File: src/rtl/mem_stage_sram_ctrl.sv
// MEM-stage data-memory controller: splits each 32-bit load/store into two
// 16-bit accesses on an asynchronous SRAM, each half lasting WAIT_CYCLES+1
// cycles, and holds the pipeline via ready=0 while the access is in flight.
// Optional feature macro: SRAM_LAST_READ_BUF_EN (one-entry last-read buffer).
module mem_stage_sram_ctrl #(
  parameter int WAIT_CYCLES = 1,
  parameter int BASE_ADDR   = 1024,
  parameter int SRAM_ADDR_W = 18
) (
  input  logic                   clk,
  input  logic                   rst,
  input  logic                   wr_en,
  input  logic                   rd_en,
  input  logic [31:0]            address,
  input  logic [31:0]            wr_data,
  output logic [31:0]            rd_data,
  output logic                   ready,
  output logic [SRAM_ADDR_W-1:0] sram_addr,
  output logic [15:0]            sram_dq_out,
  output logic                   sram_dq_oe,
  input  logic [15:0]            sram_dq_in,
  output logic                   sram_we_n
);

  localparam int         WORD_W    = SRAM_ADDR_W - 1;
  localparam logic [2:0] WAIT_LAST = 3'(WAIT_CYCLES);

  typedef enum logic [1:0] {IDLE, LOW, HIGH, DONE} state_t;

  state_t              state_r, state_s;
  logic [2:0]          cnt_r;
  logic                is_wr_r;
  logic [WORD_W-1:0]   word_r;
  logic [31:0]         wdata_r;
  logic [31:0]         rd_data_r;

  logic [31:0]         offset_s;
  logic [WORD_W-1:0]   req_word_s;
  logic                req_s;
  logic                phase_done_s;
  logic                buf_hit_s;
  logic                unused_offset_bits_s;

  // Byte address -> SRAM word index; low two bits and bits above the SRAM are dropped.
  assign offset_s             = address - 32'(BASE_ADDR);
  assign req_word_s           = offset_s[SRAM_ADDR_W:2];
  assign unused_offset_bits_s = ^{offset_s[31:SRAM_ADDR_W+1], offset_s[1:0]};
  assign req_s                = wr_en | rd_en;
  assign phase_done_s         = (cnt_r == WAIT_LAST);

`ifdef SRAM_LAST_READ_BUF_EN
  logic              buf_valid_r;
  logic [WORD_W-1:0] buf_word_r;
  logic [31:0]       buf_data_r;

  assign buf_hit_s = (state_r == IDLE) && rd_en && !wr_en && buf_valid_r &&
                     (buf_word_r == req_word_s);
  assign rd_data   = buf_hit_s ? buf_data_r : rd_data_r;

  // Last-read buffer: filled as a read completes, invalidated by any store.
  always_ff @(posedge clk or negedge rst) begin
    if (!rst) begin
      buf_valid_r <= 1'b0;
      buf_word_r  <= '0;
      buf_data_r  <= 32'h0000_0000;
    end else if ((state_r == IDLE) && wr_en) begin
      buf_valid_r <= 1'b0;
    end else if ((state_r == DONE) && !is_wr_r) begin
      buf_valid_r <= 1'b1;
      buf_word_r  <= word_r;
      buf_data_r  <= rd_data_r;
    end
  end
`else
  assign buf_hit_s = 1'b0;
  assign rd_data   = rd_data_r;
`endif

  // Next-state and ready decode; ready drops in IDLE as soon as a request shows up.
  always_comb begin
    state_s = state_r;
    ready   = 1'b0;
    case (state_r)
      IDLE: begin
        if (buf_hit_s) begin
          ready   = 1'b1;
        end else if (req_s) begin
          state_s = LOW;
        end else begin
          ready   = 1'b1;
        end
      end
      LOW: begin
        if (phase_done_s) state_s = HIGH;
        else              state_s = LOW;
      end
      HIGH: begin
        if (phase_done_s) state_s = DONE;
        else              state_s = HIGH;
      end
      DONE: begin
        ready   = 1'b1;
        state_s = IDLE;
      end
      default: begin
        state_s = IDLE;
      end
    endcase
  end

  // State register and wait-state phase counter.
  always_ff @(posedge clk or negedge rst) begin
    if (!rst) begin
      state_r <= IDLE;
      cnt_r   <= 3'd0;
    end else begin
      state_r <= state_s;
      if (((state_r == LOW) || (state_r == HIGH)) && !phase_done_s) begin
        cnt_r <= cnt_r + 3'd1;
      end else begin
        cnt_r <= 3'd0;
      end
    end
  end

  // Request capture in IDLE and half-word read data capture at the end of each phase.
  always_ff @(posedge clk or negedge rst) begin
    if (!rst) begin
      is_wr_r   <= 1'b0;
      word_r    <= '0;
      wdata_r   <= 32'h0000_0000;
      rd_data_r <= 32'h0000_0000;
    end else begin
      if ((state_r == IDLE) && req_s && !buf_hit_s) begin
        is_wr_r <= wr_en;
        word_r  <= req_word_s;
        wdata_r <= wr_data;
      end
      if ((state_r == LOW) && phase_done_s && !is_wr_r) begin
        rd_data_r[15:0] <= sram_dq_in;
      end
      if ((state_r == HIGH) && phase_done_s && !is_wr_r) begin
        rd_data_r[31:16] <= sram_dq_in;
      end
    end
  end

  // SRAM pin decode from registered state only, so reset forces idle pins at once.
  always_comb begin
    sram_addr   = '0;
    sram_dq_out = 16'h0000;
    sram_dq_oe  = 1'b0;
    sram_we_n   = 1'b1;
    case (state_r)
      LOW: begin
        sram_addr = {word_r, 1'b0};
        if (is_wr_r) begin
          sram_we_n   = 1'b0;
          sram_dq_oe  = 1'b1;
          sram_dq_out = wdata_r[15:0];
        end else begin
          sram_we_n   = 1'b1;
        end
      end
      HIGH: begin
        sram_addr = {word_r, 1'b1};
        if (is_wr_r) begin
          sram_we_n   = 1'b0;
          sram_dq_oe  = 1'b1;
          sram_dq_out = wdata_r[31:16];
        end else begin
          sram_we_n   = 1'b1;
        end
      end
      default: begin
        sram_we_n = 1'b1;
      end
    endcase
  end

endmodule

File: config.mk
export PLATFORM = sky130hd
export DESIGN_NAME = mem_stage_sram_ctrl
export DESIGN_NICKNAME = d
export VERILOG_FILES = /design/src/rtl/mem_stage_sram_ctrl.sv
export SDC_FILE = /design/constraint.sdc
export NUM_CORES = 1
export LEC_CHECK = 0
export ABC_AREA = 1
export CORE_MARGIN = 1.5
export CORE_UTILIZATION = 47
export CTS_BUF_LIST = sky130_fd_sc_hd__clkbuf_16
export DETAILED_ROUTE_END_ITERATION = 6
export GPL_TIMING_DRIVEN = 0
export PLACE_DENSITY = 0.95
export SLEW_MARGIN = 20
export SYNTH_ARGS = -nofsm -noshare
export SYNTH_HDL_FRONTEND = slang
export SYNTH_SLANG_ARGS = --single-unit
export TNS_END_PERCENT = 50
File: constraint.sdc
create_clock -name clk -period 3.4 [get_ports clk]
set_input_delay 0.85 -clock clk [delete_from_list [all_inputs] [get_ports clk]]
set_output_delay 0.85 -clock clk [all_outputs]
set_load 0.05 [all_outputs]
* Word-level counts from Yosys, hierarchy flattened
Cells that the tools add are included.
** Operators by class
- Add/sub/neg operators :: 2
- Multipliers :: 0
- Div/mod/pow operators :: 0
- Order comparisons :: 0
- Equal/unequal tests :: 5
- Shifts and indexed selects :: 0
- Multiplexer cells :: 15
- Bitwise gates (word level) :: 1
- Reductions and logical operators :: 11
** Operators by type and width (count)
- $pmux W18 S2 :: 1
- $mux W16 :: 2
- $pmux W16 S2 :: 1
- $sub A19 B11 Y19 const B :: 1
- $pmux W2 S4 :: 1
- $logic_and A1 B1 Y1 :: 6
- $mux W1 :: 6
- $eq A2 B2 Y1 const B :: 2
- $mux W2 :: 2
- $add A3 B1 Y3 const B :: 1
- $eq A3 B1 Y1 const B :: 1
- $mux W3 :: 1
- $eq A2 B1 Y1 const B :: 1
- $logic_not A1 Y1 :: 2
- $logic_not A2 Y1 :: 1
- $ne A2 B2 Y1 const B :: 1
- $pmux W1 S2 :: 1
- $reduce_or A2 Y1 :: 1
- $logic_or A1 B1 Y1 :: 1
- $or A1 B1 Y1 :: 1
** Storage, ports and cells
- Register bits after elaboration :: 87
- Bits in latches :: 0
- Bits in writable memories :: 0
- ROM bits :: 0
- Input port bits :: 84
- Output and inout port bits :: 69
- Memories kept :: 0

* Logic depth before layout (Yosys ltp)
Gate-level depths: netlist (run 1).
- Word-level depth :: 4
- Gate-level depth with buffers :: 8

* Worst setup path before layout (run 1)
OpenSTA, ideal clock, no wires.
- Kind :: register to output
- From :: register state_r[0]
- To :: output port sram_dq_out[10]
- Arrival time :: 2034 ps
- Slack :: 516 ps
- Stages on the path, launching flop included :: 6
- Buffers on the path :: 1
- Cell sequence :: dfrtp_1 -> inv_1 -> ha_1 -> nand2_2 -> buf_2 -> a21oi_1
** Between the ends
- Longest elaborated chain between the ends :: 2
** RTL lines
- start: declaration :: RTL line 30 : state_t state_r, state_s;
- start signal: assignment :: RTL line 117 : state_r <= state_s;
- $eq A2 B2 Y1 or $eq A2 B1 Y1 (tied branches) :: RTL line 154 : case (state_r)
- $pmux W16 S2 (*) :: RTL line 154
- end: declaration :: RTL line 19 : output logic [15:0] sram_dq_out,
Every way passes the cells marked *; elsewhere a longest branch is shown, timed or not.

* Worst setup path after layout (run 1)
- From :: register state_r[0]
- To :: output port sram_dq_out[7]
Same word-level chain as after synthesis.

==> results.sh, run 1 <==
export IMPL_outcome="complete, no violations"
export IMPL_finalCritPeriodShare_pct=96.1
export IMPL_finalSetupViolations=0
export IMPL_cp_cell_sequence="inv_1, ha_1, nand2_2, buf_2, a21oi_1, dlygate4sd2_1"
export IMPL_syn2layout_area_growth_pct=44.6
export IMPL_grt_pass1_wl_um=17700
export IMPL_drc=0
export IMPL_rows=33
export IMPL_cts_num_sinks=87
export IMPL_min_from="cnt_r[0]$_DFF_PN0_"
export IMPL_htreeDepth=3
export IMPL_synth_cell_types=21
export IMPL_cts_tree="yes"
export IMPL_cp_start_kind="flip-flop"
export IMPL_clock_skew_final_ns=0.00699
export IMPL_clock_root_buffer="clkbuf_16"
export IMPL_viasPerCell=5.01
export IMPL_place_hpwl_um=8090
export IMPL_gr_total_overflow=0
export IMPL_reg2reg_setup_slack_ns=1.77
export IMPL_grt_pass1_vias=3815
export IMPL_critPathKind="reg2out"
export IMPL_reg2reg_to="rd_data[8]$_DFFE_PN0P_"
export IMPL_worstHoldEndpoint="cnt_r[0]$_DFF_PN0_"
export IMPL_dr_total_vias=3724
export IMPL_p_sw_mw=3.11
export IMPL_syn_area_per_cell_um2=8.20
export IMPL_tightest_slew_ns=0.586
export IMPL_clock_latency_ns=0.33
export IMPL_start_util_pct=48.3
export IMPL_place_ws_ns=0.0739
export IMPL_die_x_um=94.9
export IMPL_hold_class="reg2reg"
export IMPL_hold_buffers=0
export IMPL_crit_fanout=10
export IMPL_postCtsSetupRepairBufs=0
export IMPL_slew_headroom_pct=60.9
export IMPL_fill_cells=660
export IMPL_gp_congestion=0.916
export IMPL_track_usage_pct=25.9
export IMPL_holdPathStages=1
export IMPL_ant_nets=0
export IMPL_grt_start_max_net_pins=47
export IMPL_pin_count=153
export IMPL_final_max_slew_viol_count=0
export IMPL_p_leak_nw=2.96
export IMPL_io_buffers=137
export IMPL_cp_required_ns=2.55
export IMPL_routed_wl_um=10900
export IMPL_grt_antenna_before_repair=0
export IMPL_p_clk_share_pct=14.9
export IMPL_power_mw=6.22
export IMPL_crit_arrival_ns=2.42
export IMPL_yosysSeqAreaShare_pct=54.8
export IMPL_setup_slack_ns=0.132
export IMPL_ys_ff_latch=87
export IMPL_die_height_um=94.9
export IMPL_clk_path_buf_depth=2
export IMPL_p_per_area_nw_per_um2=1080
export IMPL_detail_route_wl_per_cell_um=14.6
export IMPL_fp_dieArea_um2=9010
export IMPL_rsz0062_at_grt="false"
export IMPL_drv_cap=0
export IMPL_postSynthNetCount=576
export IMPL_dr_pass1_iters=4
export IMPL_synth_cells=484
export IMPL_ir_drop_mv=0.820
export IMPL_slowest_delay_ns=0.56
export IMPL_pwr_share_comb_pct=55.8
export IMPL_internal_power_mw=3.11
export IMPL_numCtsBuffers=9
export IMPL_r2r_cells=7
export IMPL_crit_buf_inv=3
export IMPL_finalHoldViolations=0
export IMPL_clk_pin_slew_ns=0.06
export IMPL_crit_family="buffers and inverters"
export IMPL_swShare_pct=49.9
export IMPL_drt_iter0_drc=181
export IMPL_core_area_um2=8220
export IMPL_synth_warning_count=0
export IMPL_diodes=0
export IMPL_nNetsFinal=725
export IMPL_clock_fmax_mhz=306
export IMPL_yosysTopAreaCell="dfrtp_1"
export IMPL_netlist_area_um2=3970
export IMPL_crit_path_top_delay_cell="dlygate4sd2_1"
export IMPL_netlist_top_cells_area="dfrtp_1, nand2_1, inv_1"
export IMPL_period_needed_ns=3.27
export IMPL_end_kind="output pin"
export IMPL_pwr_share_seq_pct=29.3
export IMPL_yosysTopAreaCellShare_pct=54.8
export IMPL_drive_above_1_share_pct=9.40
## how the worst max path moves through the flow
stage / from / to / slack [ns] / depth (start not counted)
floorplan: state_r[0]$_DFFE_PN0P_ / sram_dq_out[10] / 0.52 / 5
global placement: rst / wdata_r[21]$_DFFE_PN0P_ / -1.49 / 1
detailed placement: rd_en / ready / 0.07 / 5
CTS: rd_en / ready / 0.08 / 5
global route: flip-flop / sram_dq_out[1] / 0.002 / 7
finish: state_r[0]$_DFFE_PN0P_ / sram_dq_out[7] / 0.13 / 6
## through the flow
stage,setup TNS (ns),instance area [um^2],instances,utilization [%],hold slack [ns]
after floorplan,0,3970,484,-,0.439
after global placement,-128.91,5470,726,66.6,0.449
after detailed placement,0,5490,727,66.8,0.462
after CTS,0,5740,743,69.8,0.470
after global routing,0,5740,743,69.9,0.496
final,0,5740,743,69.9,0.468
## power groups by stage
stage | registers, mW | logic [mW] | clock network (mW)
2_1_floorplan | 2.46 | 1.71 | 0
3_3_place_gp | 1.80 | 3.45 | 0
3_5_place_dp | 1.83 | 3.55 | 0
4_1_cts | 1.82 | 3.49 | 0.943
5_1_grt | 1.89 | 3.72 | 0.977
6_report | 1.83 | 3.47 | 0.926
## per-layer routing
| metal | GRT usage (%) | wire length, um | vias up |
|---|---|---|---|
| li1 | - | - | 1784 |
| met1 | 28.8 | 4260 | 1790 |
| met2 | 45.6 | 5550 | 134 |
| met3 | 8.86 | 867 | 16 |
| met4 | 9.45 | 199 | 0 |
| met5 | 0 | 0 | - |
## kinds of logic after synthesis
group           synth area share [%]
simple gates                    23.7
buf+inv                         7.88
fa+ha+maj                       2.52
xor+xnor                       0.221
compound gates                  10.8
flops                           54.8
## cell usage in the layout (no fill, tap or decap), types with 2 or more instances in the layout
| master | instances |
|---|---|
| clkbuf_16 | 9 |
| buf_4 | 4 |
| a31oi_1 | 2 |
| o21ai_1 | 30 |
| nor2_1 | 31 |
| dfrtp_1 | 87 |
| ha_1 | 8 |
| nand3_1 | 9 |
| inv_1 | 52 |
| dlygate4sd2_1 | 25 |
| nand3_2 | 2 |
| o21ai_2 | 13 |
| a21oi_1 | 19 |
| nand2_1 | 196 |
| clkinv_4 | 3 |
| dlymetal6s2s_1 | 2 |
| clkdlybuf4s50_1 | 107 |
| o21ai_0 | 7 |
| buf_2 | 19 |
## Yosys cell counts
| cell type | number |
|---|---|
| a21oi_1 | 19 |
| a31oi_1 | 2 |
| buf_2 | 19 |
| buf_4 | 3 |
| dfrtp_1 | 87 |
| ha_1 | 8 |
| inv_1 | 51 |
| inv_2 | 1 |
| nand2_1 | 196 |
| nand2_2 | 1 |
| nand3_1 | 9 |
| nand3_2 | 2 |
| nor2_1 | 31 |
| nor2_4 | 1 |
| o211ai_1 | 1 |
| o21ai_0 | 7 |
| o21ai_1 | 30 |
| o21ai_2 | 13 |
| o21ai_4 | 1 |
| or2_2 | 1 |
| xnor2_1 | 1 |
## repair_timing
item / 4_1_cts / 5_1_grt
endpoints found under the hold margin: 0 / 0
endpoints found under the setup margin: 27 / 4
gates resized for setup: 27 / 5
## sequential cells by signal, summed over array words and instances, names as in the netlist, named ones only
register  flops
is_wr_r       1
word_r       17
wdata_r      32
state_r       1
rd_data      32
cnt_r         3
## area by class of cell
cell class / instances / area (um^2) / area share (%)
clock inverters: 7 / 57.6 / 1.00
repair buffers: 138 / 1360 / 23.6
flip-flops and latches: 87 / 2180 / 37.9
inverters: 52 / 195 / 3.40
well taps: 105 / 131 / 2.29
clock buffers: 9 / 225 / 3.92
plain buffers: 22 / 118 / 2.05
multi-input cells: 323 / 1480 / 25.8
Power figures use the tool's default switching activity.
==> run 2, diff against run 1 <==
--- a/constraint.sdc
+++ b/constraint.sdc
@@ -3,2 +3,2 @@
 set_output_delay 0.85 -clock clk [all_outputs]
-set_load 0.05 [all_outputs]
+set_load 0.005 [all_outputs]
==> results.sh, run 2 (synthesized netlist as in run 1, its figures left out) <==
export IMPL_finalHoldViolations=0
export IMPL_crit_fanout=10
export IMPL_dr_pass1_iters=4
export IMPL_p_leak_nw=2.82
export IMPL_tightest_slew_ns=0.585
export IMPL_crit_buf_inv=3
export IMPL_period_needed_ns=3.27
export IMPL_cts_num_sinks=87
export IMPL_grt_pass1_wl_um=17600
export IMPL_fin_hold_ws_ns=0.468
export IMPL_place_hpwl_um=8090
export IMPL_detail_route_wl_per_cell_um=14.6
export IMPL_die_height_um=94.9
export IMPL_critPathKind="reg2out"
export IMPL_io_buffers=137
export IMPL_drc=0
export IMPL_clock_fmax_mhz=305
export IMPL_ir_drop_mv=0.589
export IMPL_drv_cap=0
export IMPL_pin_count=153
export IMPL_track_usage_pct=25.8
export IMPL_outcome="complete, no violations"
export IMPL_rows=33
export IMPL_fill_cells=644
export IMPL_place_ws_ns=0.375
export IMPL_critPathLaunch="state_r[0]$_DFFE_PN0P_"
export IMPL_gp_congestion=0.916
export IMPL_rsz0062_at_grt="false"
export IMPL_final_common_cell="nand2_1"
export IMPL_slew_headroom_pct=61.0
export IMPL_finalSetupViolations=0
export IMPL_clock_skew_final_ns=0.00699
export IMPL_nNetsFinal=725
export IMPL_cp_cell_sequence="inv_1, ha_1, nand2_2, buf_2, a21oi_1, clkdlybuf4s50_1"
export IMPL_p_per_area_nw_per_um2=879
export IMPL_cp_start_kind="flip-flop"
export IMPL_clk_path_buf_depth=2
export IMPL_ant_nets=0
export IMPL_power_mw=5.08
export IMPL_clk_pin_slew_ns=0.06
export IMPL_viasPerCell=5.00
export IMPL_grt_start_max_net_pins=47
export IMPL_slowest_delay_ns=0.54
export IMPL_start_util_pct=48.3
export IMPL_finalCritPeriodShare_pct=96.3
export IMPL_core_area_um2=8220
export IMPL_crit_family="buffers and inverters"
export IMPL_cp_required_ns=2.55
export IMPL_clock_root_buffer="clkbuf_16"
export IMPL_hold_buffers=0
export IMPL_clock_latency_ns=0.33
export IMPL_final_max_slew_viol_count=0
export IMPL_cts_tree="yes"
export IMPL_dr_total_vias=3718
export IMPL_gr_total_overflow=0
export IMPL_die_x_um=94.9
export IMPL_drt_iter0_drc=172
export IMPL_routed_wl_um=10900
export IMPL_grt_pass1_vias=3807
export IMPL_min_from="cnt_r[0]$_DFF_PN0_"
export IMPL_layout_common_cells="nand2_1, clkdlybuf4s50_1, dfrtp_1"
export IMPL_crit_arrival_ns=2.42
export IMPL_syn2layout_area_growth_pct=45.5
export IMPL_utilization_pct=70.3
export IMPL_grt_antenna_before_repair=0
export IMPL_setup_slack_ns=0.126
export IMPL_postCtsSetupRepairBufs=0
export IMPL_fp_dieArea_um2=9010
export IMPL_numCtsBuffers=9
export IMPL_crit_path_top_delay_cell="clkdlybuf4s50_1"
export IMPL_htreeDepth=3
export IMPL_end_kind="output pin"
export IMPL_diodes=0
export IMPL_hold_class="reg2reg"
export IMPL_ctsResizeCount=0
export IMPL_drive_above_1_share_pct=9.25
==> run 2: path summary, 6_finish.rpt <==
kind | slack (ns) | cells past startpoint | end
hold reg to reg | 0.47 | 1 | cnt_r[0]$_DFF_PN0_
hold / removal | 0.47 | 1 | cnt_r[0]$_DFF_PN0_
setup reg to reg | 1.77 | 7 | rd_data[8]$_DFFE_PN0P_
min in group asynchronous | 0.51 | 1 | rd_data[13]$_DFFE_PN0P_
setup / recovery | 0.13 | 6 | sram_dq_out[4]
max in group asynchronous | 2.26 | 2 | wdata_r[20]$_DFFE_PN0P_
==> run 2: layout make-up <==
type | instances | area (um^2) | area share (%)
clock buffers | 9 | 225 | 3.90
repair buffers | 138 | 1390 | 24.0
multi-input cells | 323 | 1480 | 25.6
well taps | 105 | 131 | 2.27
inverters | 52 | 195 | 3.38
flip-flops and latches | 87 | 2180 | 37.7
clock inverters | 7 | 57.6 | 0.997
plain buffers | 22 | 120 | 2.08
==> run 2: per-layer routing <==
| layer | vias to the layer above | GRT usage (%) | share of wire (%) |
|---|---|---|---|
| met4 | 0 | 9.45 | 1.7 |
| met1 | 1797 | 28.7 | 40 |
| met5 | - | 0 | 0 |
| met3 | 15 | 8.86 | 7.7 |
| li1 | 1784 | - | - |
| met2 | 122 | 45.5 | 51 |
==> run 2: per-stage QoR <==
step / cells / setup TNS (ns) / area [um^2]
floorplan: 484 / 0 / 3970
global placement: 726 / -128.91 / 5470
detailed placement: 727 / 0 / 5490
CTS: 743 / 0 / 5770
global route: 743 / 0 / 5780
finish: 743 / 0 / 5780
==> run 2: worst register-to-register path: stages (launching register included) <==
cell and delay (ns):
dfrtp_1 0.41, inv_1 0.14, ha_1 0.17, buf_2 0.26, nand3_2 0.17, buf_2 0.22, nand2_1 0.09, o21ai_1 0.06
==> run 2: power by group <==
group,total [mW],switching (mW),internal [mW]
clock network,0.925,0.421,0.504
logic,2.33,1.18,1.15
registers,1.83,0.282,1.55
